[src/rtl/alu_arbiter_if.sv]
// Request/response bus between the per-lane command sources and alu_arbiter.
// master = requester/consumer side, slave = arbiter side.
interface alu_arbiter_if #(
  parameter int W    = 4,
  parameter int NREQ = 2
);
  localparam int IDW = $clog2(NREQ);

  logic [NREQ-1:0]   req_valid;
  logic [NREQ-1:0]   req_ready;
  logic [NREQ*W-1:0] req_a;
  logic [NREQ*W-1:0] req_b;
  logic [NREQ*3-1:0] req_op;
  logic              rsp_valid;
  logic              rsp_ready;
  logic [IDW-1:0]    rsp_id;
  logic [W-1:0]      rsp_y;
  logic              rsp_zero;
  logic              rsp_carry;

  modport master (
    output req_valid, req_a, req_b, req_op, rsp_ready,
    input  req_ready, rsp_valid, rsp_id, rsp_y, rsp_zero, rsp_carry
  );

  modport slave (
    input  req_valid, req_a, req_b, req_op, rsp_ready,
    output req_ready, rsp_valid, rsp_id, rsp_y, rsp_zero, rsp_carry
  );
endinterface

[src/rtl/alu_arbiter.sv]
// Shares one ALU between NREQ requesters: arbitrate, execute one op, hold tagged result.
// Define ALU_ARB_FIXED_PRIO_EN for lowest-index-wins arbitration instead of round-robin.
module alu_arbiter_alu #(
  parameter int W = 4
) (
  input  logic [W-1:0] a,
  input  logic [W-1:0] b,
  input  logic [2:0]   op,
  output logic [W-1:0] y,
  output logic         zero,
  output logic         carry
);
  logic [W:0] ext;

  // Add/sub run one bit wider so bit W is carry-out or borrow.
  always_comb begin
    ext = '0;
    case (op)
      3'b000:  ext = {1'b0, a} + {1'b0, b};
      3'b001:  ext = {1'b0, a} - {1'b0, b};
      3'b010:  ext = {1'b0, a & b};
      3'b011:  ext = {1'b0, a | b};
      3'b100:  ext = {1'b0, a ^ b};
      default: ext = '0;
    endcase
    y     = ext[W-1:0];
    carry = ext[W];
    zero  = (ext[W-1:0] == '0);
  end
endmodule

module alu_arbiter #(
  parameter int W    = 4,
  parameter int NREQ = 2,
  parameter int CNTW = 16
) (
  input  logic            clk,
  input  logic            rst_n,
  alu_arbiter_if.slave    bus,
  output logic            busy,
  output logic [CNTW-1:0] op_count
);
  localparam int IDW = $clog2(NREQ);

  localparam logic [1:0] S_IDLE = 2'd0;
  localparam logic [1:0] S_EXEC = 2'd1;
  localparam logic [1:0] S_RESP = 2'd2;

  if (NREQ < 2 || NREQ > 8) begin : g_nreq_check
    $fatal(1, "alu_arbiter: NREQ must be in 2..8");
  end

  logic [1:0]      state_q, state_d;
  logic [IDW-1:0]  rr_q, rr_d;
  logic [W-1:0]    a_q, a_d, b_q, b_d;
  logic [2:0]      op_q, op_d;
  logic [IDW-1:0]  id_q, id_d;
  logic [W-1:0]    y_q, y_d;
  logic            zero_q, zero_d;
  logic            carry_q, carry_d;
  logic [CNTW-1:0] cnt_q, cnt_d;

  logic [W-1:0]    alu_y;
  logic            alu_zero;
  logic            alu_carry;
  logic            gnt_found;
  logic [IDW-1:0]  gnt_idx;
  logic [NREQ-1:0] gnt_vec;

  alu_arbiter_alu #(.W(W)) u_alu (
    .a     (a_q),
    .b     (b_q),
    .op    (op_q),
    .y     (alu_y),
    .zero  (alu_zero),
    .carry (alu_carry)
  );

  // First valid lane at or after the search base, wrapping upward.
  always_comb begin
    int base;
    int j;
    gnt_found = 1'b0;
    gnt_idx   = '0;
`ifdef ALU_ARB_FIXED_PRIO_EN
    base = 0;
`else
    base = int'(rr_q);
`endif
    for (int k = 0; k < NREQ; k++) begin
      j = base + k;
      if (j >= NREQ) j = j - NREQ;
      if (!gnt_found && bus.req_valid[j]) begin
        gnt_found = 1'b1;
        gnt_idx   = IDW'(j);
      end
    end
  end

  always_comb begin
    state_d = state_q;
    rr_d    = rr_q;
    a_d     = a_q;
    b_d     = b_q;
    op_d    = op_q;
    id_d    = id_q;
    y_d     = y_q;
    zero_d  = zero_q;
    carry_d = carry_q;
    cnt_d   = cnt_q;
    gnt_vec = '0;
    case (state_q)
      S_IDLE: begin
        if (gnt_found) begin
          gnt_vec[gnt_idx] = rst_n;
          a_d     = bus.req_a[gnt_idx*W +: W];
          b_d     = bus.req_b[gnt_idx*W +: W];
          op_d    = bus.req_op[gnt_idx*3 +: 3];
          id_d    = gnt_idx;
`ifdef ALU_ARB_FIXED_PRIO_EN
          rr_d    = '0;
`else
          rr_d    = (gnt_idx == IDW'(NREQ - 1)) ? '0 : gnt_idx + IDW'(1);
`endif
          state_d = S_EXEC;
        end
      end
      S_EXEC: begin
        y_d     = alu_y;
        zero_d  = alu_zero;
        carry_d = alu_carry;
        state_d = S_RESP;
      end
      S_RESP: begin
        if (bus.rsp_ready) begin
          cnt_d   = cnt_q + CNTW'(1);
          state_d = S_IDLE;
        end
      end
      default: state_d = S_IDLE;
    endcase
  end

  always_ff @(posedge clk) begin
    if (!rst_n) begin
      state_q <= S_IDLE;
      rr_q    <= '0;
      a_q     <= '0;
      b_q     <= '0;
      op_q    <= '0;
      id_q    <= '0;
      y_q     <= '0;
      zero_q  <= 1'b0;
      carry_q <= 1'b0;
      cnt_q   <= '0;
    end else begin
      state_q <= state_d;
      rr_q    <= rr_d;
      a_q     <= a_d;
      b_q     <= b_d;
      op_q    <= op_d;
      id_q    <= id_d;
      y_q     <= y_d;
      zero_q  <= zero_d;
      carry_q <= carry_d;
      cnt_q   <= cnt_d;
    end
  end

  assign bus.req_ready = gnt_vec;
  assign bus.rsp_valid = (state_q == S_RESP);
  assign bus.rsp_id    = id_q;
  assign bus.rsp_y     = y_q;
  assign bus.rsp_zero  = zero_q;
  assign bus.rsp_carry = carry_q;
  assign busy          = (state_q != S_IDLE);
  assign op_count      = cnt_q;
endmodule

[src/flat_wrapper.sv]
// flat-port wrapper written by rule: the top's interface ports become plain ports
module alu_arbiter_flat 
#(
  parameter int W    = 4,
  parameter int NREQ = 2,
  parameter int CNTW = 16
)
  (clk, rst_n, busy, op_count, bus_req_valid, bus_req_a, bus_req_b, bus_req_op, bus_rsp_ready, bus_req_ready, bus_rsp_valid, bus_rsp_id, bus_rsp_y, bus_rsp_zero, bus_rsp_carry);
  alu_arbiter_if #(.W(W), .NREQ(NREQ)) bus_i ();
  input  logic clk;
  input  logic rst_n;
  output logic busy;
  output logic [CNTW-1:0] op_count;
  input wire logic [$bits(bus_i.req_valid)-1:0] bus_req_valid;
  input wire logic [$bits(bus_i.req_a)-1:0] bus_req_a;
  input wire logic [$bits(bus_i.req_b)-1:0] bus_req_b;
  input wire logic [$bits(bus_i.req_op)-1:0] bus_req_op;
  input wire logic [$bits(bus_i.rsp_ready)-1:0] bus_rsp_ready;
  output wire logic [$bits(bus_i.req_ready)-1:0] bus_req_ready;
  output wire logic [$bits(bus_i.rsp_valid)-1:0] bus_rsp_valid;
  output wire logic [$bits(bus_i.rsp_id)-1:0] bus_rsp_id;
  output wire logic [$bits(bus_i.rsp_y)-1:0] bus_rsp_y;
  output wire logic [$bits(bus_i.rsp_zero)-1:0] bus_rsp_zero;
  output wire logic [$bits(bus_i.rsp_carry)-1:0] bus_rsp_carry;
  assign bus_i.req_valid = bus_req_valid;
  assign bus_i.req_a = bus_req_a;
  assign bus_i.req_b = bus_req_b;
  assign bus_i.req_op = bus_req_op;
  assign bus_i.rsp_ready = bus_rsp_ready;
  assign bus_req_ready = bus_i.req_ready;
  assign bus_rsp_valid = bus_i.rsp_valid;
  assign bus_rsp_id = bus_i.rsp_id;
  assign bus_rsp_y = bus_i.rsp_y;
  assign bus_rsp_zero = bus_i.rsp_zero;
  assign bus_rsp_carry = bus_i.rsp_carry;
  alu_arbiter #(.W(W), .NREQ(NREQ), .CNTW(CNTW)) u_core (.clk(clk), .rst_n(rst_n), .bus(bus_i), .busy(busy), .op_count(op_count));
endmodule
[config.mk]
export PLATFORM = sky130hd
export DESIGN_NAME = alu_arbiter_flat
export DESIGN_NICKNAME = d
export VERILOG_FILES = /design/src/rtl/alu_arbiter_if.sv /design/src/rtl/alu_arbiter.sv /design/src/flat_wrapper.sv
export SDC_FILE = /design/constraint.sdc
export NUM_CORES = 1
export LEC_CHECK = 0
export CAP_MARGIN = 10
export CORE_MARGIN = 1.5
export CORE_UTILIZATION = 31
export CTS_BUF_LIST = sky130_fd_sc_hd__clkbuf_16
export DETAILED_ROUTE_END_ITERATION = 8
export GPL_TIMING_DRIVEN = 0
export SLEW_MARGIN = 20
export SYNTH_ARGS = -nofsm -noshare
export SYNTH_HDL_FRONTEND = slang
export SYNTH_SLANG_ARGS = --single-unit
export TNS_END_PERCENT = 10
[constraint.sdc]
create_clock -name clk -period 5.5 [get_ports clk]
set_input_delay 0.55 -clock clk [delete_from_list [all_inputs] [get_ports clk]]
set_output_delay 0.55 -clock clk [all_outputs]
set_load 0.01 [all_outputs]
==> results.md, run 1 <==
- Synth unique cells: 42
- Worst Path Arrival: 2.44 ns
- Worst-path cell with the longest stage delay: clkdlybuf4s50_1
- Sequential cell area: 740.7 um^2
- Area of the core: 6026 um^2
- Row cnt: 28
- Die width: 82.63 um
- Flop-to-flop setup slack: 3.01 ns
- Min cycle time layout: 2.985 ns
- Worst Hold Class: reg -> reg
- EDFF count, synth: 0
- Highest Clock Rate: 335.0 MHz
- Syn. warnings: 0
- Register area share after synthesis: 37.68%
- Sw frac: 27.46%
- Hold Crit Depth: 2
- Clock latency on the worst-skew pair: 0.28 ns
- Async set-reset flop share out of synthesis: 0%
- Worst VDD drop: 0.0001389 V
- WHS Endpoint: u_core.bus.rsp_carry$_SDFFE_PN0N_
- CTS tree: built
- Area grow syn2layout: 40.48%
- Critical Path Source Type: input pin
- RSZ-0062 raised after global routing: false
- Mean Syn Cell Area: 8.736 um^2
- CTS Buf Count: 5
- Setup Fix Bufs, Post-CTS: 0
- Fin. Hold Viols: 0
- Nets: 327
- CP Max Fanout: 10
- Worst stage delay on the critical path: 0.47 ns
- Die ar.: 6828 um^2
- Crit. End Element: output port
- Iteration-0 DRC Markers: 81
- Routed len/inst: 13.11 um
- Worst slew pin tran: 0.4885 ns
- Status: complete, no violations
- Root buffer cell: clkbuf_16
- RD Place Congestion: 0.8360
- H-tree depth: 2
- Hold Startpoint: u_core.bus.rsp_carry$_SDFFE_PN0N_
- RR Endpoint: u_core.bus.rsp_zero$_SDFFE_PN0N_
- Hold Buf Count CTS: 0
- Cells after synthesis: 225
- Area of the multi-input gates: 1130 um^2
- Resized Gates After CTS: 0
- Count of buffers from port buffering: 53
- Final setup fails: 0
- Antenna Nets Post-Route: 0
- WS Path Type: in -> out
- Number of max-cap violations: 0
- CP required: 4.95 ns
- Mapped Nets: 267
- Buffers and inverters on the worst path: 3
- Largest net degree at the start of global routing: 14
- Flop pwr share: 37.1%
- DR pass1 iterations: 4
- Detailed placement HPWL: 3621 um
- Flops & latches, synth: 37
- Post-route DRC: 0
- Critical Path Stages: 6
- Critical-path cell list: clkdlybuf4s50_1, o21ai_0, buf_2, nor2_1, and2_1, clkdlybuf4s50_1
- Clk slew on worst S/H paths: 0.05 ns
- Share of cells above drive strength 1: 6.643%
- Cell internal pwr: 0.5885 mW
- Setup TNS: 0 ns
- Most frequent cell on the critical path: clkdlybuf4s50_1
- Die height: 82.63 um
- Io pins: 54
- Leading area contributor after synthesis: dfxtp_1
- # fillers: 613
- Grt total ovfl: 0
- PD cells: 293.8 nW/um^2
- Primary FF master, synth: dfxtp_1
- Static Leakage: 1.080 nW
- Logic gate share of total power: 22.1%
- Clk network pwr share: 40.8%
- FF-to-FF path depth: 9
- Final wirelength: 4732 um
- Starting Density: 32.62%
- Area contributors post-synth: dfxtp_1, ha_1, nor2_1
- Most instantiated cells after synthesis: dfxtp_1, nor2_1, ha_1, inv_1, a21oi_1
- Antenna Cells: 0
- Global-route wire length before repair: 8176 um
- GR Util All Layers: 15.82%
- Antenna violations before repair: 0
- Layout Utilization: 45.83%
- Vias in the first global route: 1749
- Reg-to-Reg Start: u_core.op_q[2]$_SDFFE_PN0P_
- Post-synth top area share: 37.68%
- Net switching power: 0.2227 mW
- Final Total Pwr: 0.8112 mW
- Vias per inst: 5.017
- CTS sink count: 37
- Clk_skew: 0.006452 ns
- Tcrit/Tclk final: 54.28%
- Fin. max-slew vios: 0
- Routed via count: 1811
- Worst slew margin: 67.43%
- CTS Buffer Depth: 2
- Mapped cell area: 1966 um^2
- CP delay by family, top: buffers and inverters
tightest hold or removal path: stages (launching register included):
cell and delay (ns):
dfxtp_1 0.30, nand2_1 0.05, o21ai_0 0.06
metrics by stage:
| step | setup slack (ns) | cell area (um^2) | cells | hold slack [ns] |
|---|---|---|---|---|
| floorplan | 3.428 | 1966 | 225 | 0.4669 |
| global placement | 2.540 | 2590 | 353 | 0.4488 |
| detailed placement | 2.526 | 2590 | 353 | 0.4594 |
| CTS | 2.517 | 2761 | 361 | 0.4660 |
| global route | 2.411 | 2761 | 361 | 0.5077 |
| finish | 2.515 | 2761 | 361 | 0.4626 |
cell families after synthesis:
| group | Yosys count | synth area share [%] |
|---|---|---|
| adders and majority gates | 15 | 9.930 |
| muxes | 2 | 1.019 |
| AOI/OAI and AO/OA | 45 | 16.36 |
| xor gates and xnor gates | 18 | 8.020 |
| DFF | 37 | 37.68 |
| buffers and inverters | 24 | 4.838 |
| and+or+nand+nor | 84 | 22.15 |
worst max-delay path by stage:
stage                     slack [ns]                           endpoint                        start
after global routing            2.41                   bus_req_ready[0]             bus_req_valid[1]
after CTS                       2.52                   bus_req_ready[0]             bus_req_valid[1]
after floorplan                 3.43  u_core.bus.rsp_carry$_SDFFE_PN0N_  u_core.op_q[2]$_SDFFE_PN0P_
final                           2.51                   bus_req_ready[0]             bus_req_valid[1]
after detailed placement        2.53                   bus_req_ready[0]             bus_req_valid[1]
after global placement          2.54                   bus_req_ready[0]             bus_req_valid[1]
area by class of cell:
class                      instances  area share, %
timing repair buffer              53          19.21
inverter                          15          2.039
tap                               75          3.398
multi-input combinational        164          40.92
sequential                        37          26.82
clock buffer                       5          4.531
buffer                             9          1.405
clock inverter                     3          1.676
power by group through the flow:
stage | Sequential (mW) | Clock [mW] | Combinational [mW]
CTS | 0.301 | 0.335 | 0.180
detailed placement | 0.307 | 0 | 0.178
finish | 0.301 | 0.331 | 0.179
floorplan | 0.305 | 0 | 0.112
global route | 0.303 | 0.350 | 0.201
global placement | 0.306 | 0 | 0.177
sequential cells by signal (all words and copies together) (netlist names):
| register | cells |
|---|---|
| u_core.a_q | 4 |
| u_core.bus.rsp_zero | 1 |
| u_core.bus.rsp_carry | 1 |
| u_core.rr_q | 1 |
| u_core.bus.rsp_y | 4 |
| u_core.b_q | 4 |
| u_core.state_q | 2 |
| u_core.bus.rsp_id | 1 |
| u_core.op_q | 3 |
| u_core.op_count | 16 |
placed cells by master, fill, tap and decap left out, types with 5 or more instances in the layout:
cell type and instances:
clkbuf_16 5, a222oi_1 11, xnor2_1 7, nor2_1 37
inv_1 14, nand4_1 5, xor2_1 11, a21oi_1 12
nand3_1 8, o21ai_0 7, clkdlybuf4s50_1 53, ha_1 14
clkbuf_1 5, nand2_1 10, dfxtp_1 37
per-layer routing:
metal | routed length, um | global-route usage (%) | vias to the layer above
met5 | 0 | 0 | -
met4 | 76 | 6.333 | 0
met3 | 232 | 3.187 | 6
met2 | 1949 | 23.09 | 47
met1 | 2473 | 22.55 | 835
li1 | - | - | 923
No activity file was read; power rests on OpenSTA's default activity.
==> run 2: changes to the inputs <==
==> constraint.sdc (replaced) <==
create_clock -name clk -period 2.4 [get_ports clk]
set_input_delay 0.24 -clock clk [delete_from_list [all_inputs] [get_ports clk]]
set_output_delay 0.24 -clock clk [all_outputs]
set_load 0.01 [all_outputs]
==> results.md, run 2 (synthesized netlist as in run 1, its figures left out) <==
- Post-route DRC: 0
- Fin cells: 360
- Share of cells above drive strength 1: 8.421%
- Number of max-cap violations: 0
- Setup TNS: 0 ns
- Worst Path Arrival: 2.48 ns
- CTS Buf Count: 5
- Routed via count: 1805
- Worst slew margin: 67.07%
- GR Util All Layers: 15.82%
- Cell internal pwr: 1.353 mW
- CTS Buffer Depth: 2
- Clk_skew: 0.004844 ns
- H-tree depth: 2
- Clock latency on the worst-skew pair: 0.28 ns
- Flop pwr share: 37.2%
- Crit. End Element: flip-flop
- Antenna Cells: 0
- Count of buffers from port buffering: 53
- Clk network pwr share: 40.7%
- Grt total ovfl: 0
- Die ar.: 6828 um^2
- RD Place Congestion: 0.8360
- Area of the core: 6026 um^2
- Worst Hold Class: reg -> reg
- Placed cells: 353
- Antenna violations before repair: 0
- Critical Path Source Type: flip-flop
- Sw frac: 27.67%
- RSZ-0062 raised after global routing: false
- Fin. max-slew vios: 0
- Worst-path cell with the longest stage delay: dfxtp_1
- Starting Density: 32.62%
- DR pass1 iterations: 7
- CTS sink count: 37
- Nets: 326
- Hold Buf Count CTS: 0
- CP delay by family, top: adder cells
- Final setup fails: 0
- Net switching power: 0.5178 mW
- Min cycle time layout: 2.275 ns
- Io pins: 54
- Global-route wire length before repair: 8176 um
- Highest Clock Rate: 439.6 MHz
- Logic gate share of total power: 22.1%
- Worst VDD drop: 0.0003128 V
- Row cnt: 28
- Tcrit/Tclk final: 94.78%
- Area grow syn2layout: 41.18%
- Routed len/inst: 13.15 um
- Iteration-0 DRC Markers: 80
- CP Max Fanout: 5
- Die width: 82.63 um
- Largest net degree at the start of global routing: 14
- Critical-path cell list: inv_1, ha_1, mux2i_2, fa_1, a32o_1, nor2_1, nand4_1, o22ai_1
- WS Path Type: reg -> reg
- Worst stage delay on the critical path: 0.44 ns
- CP required: 2.61 ns
- Fin. Hold Viols: 0
- Worst slew pin tran: 0.4940 ns
- Root buffer cell: clkbuf_16
- Final wirelength: 4734 um
- Commonest non-fill, non-tap cell in the layout: clkdlybuf4s50_1
- Status: complete, no violations
- Detailed placement HPWL: 3621 um
- Setup Fix Bufs, Post-CTS: 0
- Antenna Nets Post-Route: 0
- Buffers and inverters on the worst path: 1
- Max reg flops: 16
- Static Leakage: 1.077 nW
- Vias per inst: 5.014
- Most frequent cells in the layout: clkdlybuf4s50_1, dfxtp_1, nor2_1
- PD cells: 674.3 nW/um^2
- CTS tree: built
- Vias in the first global route: 1749
- Die height: 82.63 um
- Clk slew on worst S/H paths: 0.06 ns
## run 2: cell count changes in the layout (fill, tap and decap cells not counted)
cell      before  now
mux2i_2        0    1
dfxtp_1       37   36
nor2_4         0    1
o21ai_0        7    5
dfxtp_2        0    1
clkbuf_1       5    4
o21ai_1        0    2
nor2_2         0    2
nor2_1        37   34
mux2i_1        2    1
## run 2: stage by stage
stage / hold slack (ns) / utilization [%] / power, mW / area, um^2 / worst slack, ns
3_3_place_gp: 0.4488 / 42.98 / 1.108 / 2590 / -0.02351
3_5_place_dp: 0.4594 / 42.98 / 1.111 / 2590 / -0.05129
5_1_grt: 0.5076 / 46.05 / 1.966 / 2775 / 0.001259
6_report: 0.4628 / 46.05 / 1.871 / 2775 / 0.1253
4_1_cts: 0.4660 / 45.87 / 1.872 / 2764 / 0.004234
2_1_floorplan: 0.3561 / - / 0.9564 / 1966 / 0.3284
## run 2: path summary, 6_finish.rpt
| path | cells after the start | slack (ns) | startpoint | end |
|---|---|---|---|---|
| hold reg to reg | 2 | 0.46 | u_core.bus.rsp_carry$_SDFFE_PN0N_ | u_core.bus.rsp_carry$_SDFFE_PN0N_ |
| setup / recovery | 8 | 0.13 | u_core.b_q[1]$_SDFFE_PN0P_ | u_core.bus.rsp_zero$_SDFFE_PN0N_ |
| setup reg to reg | 8 | 0.13 | u_core.b_q[1]$_SDFFE_PN0P_ | u_core.bus.rsp_zero$_SDFFE_PN0N_ |
| hold / removal | 2 | 0.46 | u_core.bus.rsp_carry$_SDFFE_PN0N_ | u_core.bus.rsp_carry$_SDFFE_PN0N_ |
## run 2: layout make-up
type / count / area (um^2)
Tap cell: 75 / 93.84
Clock buffer: 5 / 125.1
Timing Repair Buffer: 53 / 530.5
Inverter: 15 / 56.30
Fill cell: 616 / 3251
Multi-Input combinational cell: 164 / 1146
Buffer: 8 / 35.03
Clock inverter: 3 / 46.29
Sequential cell: 37 / 742.0
## run 2: worst reg2reg max path: cells and delay by family (launching register included)
| family | cells | cell delay (ns) |
|---|---|---|
| flip-flops | 1 | 0.44 |
| buffers and inverters | 1 | 0.11 |
| multiplexers | 1 | 0.23 |
| adder cells (fa/ha/maj) | 2 | 0.74 |
| AND/OR/NAND/NOR | 2 | 0.30 |
| AO/OA/AOI/OAI | 2 | 0.38 |
## run 2: timing repair
item	in CTS	in global routing
setup endpoints to repair	3	5
gates resized for setup	2	6
endpoints found under the hold margin	0	0
cloned	0	0
## run 2: metal layers
layer,global-route usage [%],vias to the layer above,wire [um]
li1,-,921,-
met1,22.55,828,2491
met2,23.09,50,1936
met3,3.187,6,228
met5,0,-,0
met4,6.333,0,78
## run 2: power groups by stage
stage	sequential, mW	combinational, mW	clock, mW
final	0.696	0.414	0.761
after global routing	0.701	0.463	0.802
after CTS	0.689	0.414	0.769
after detailed placement	0.703	0.408	0
after global placement	0.702	0.406	0
after floorplan	0.699	0.257	0
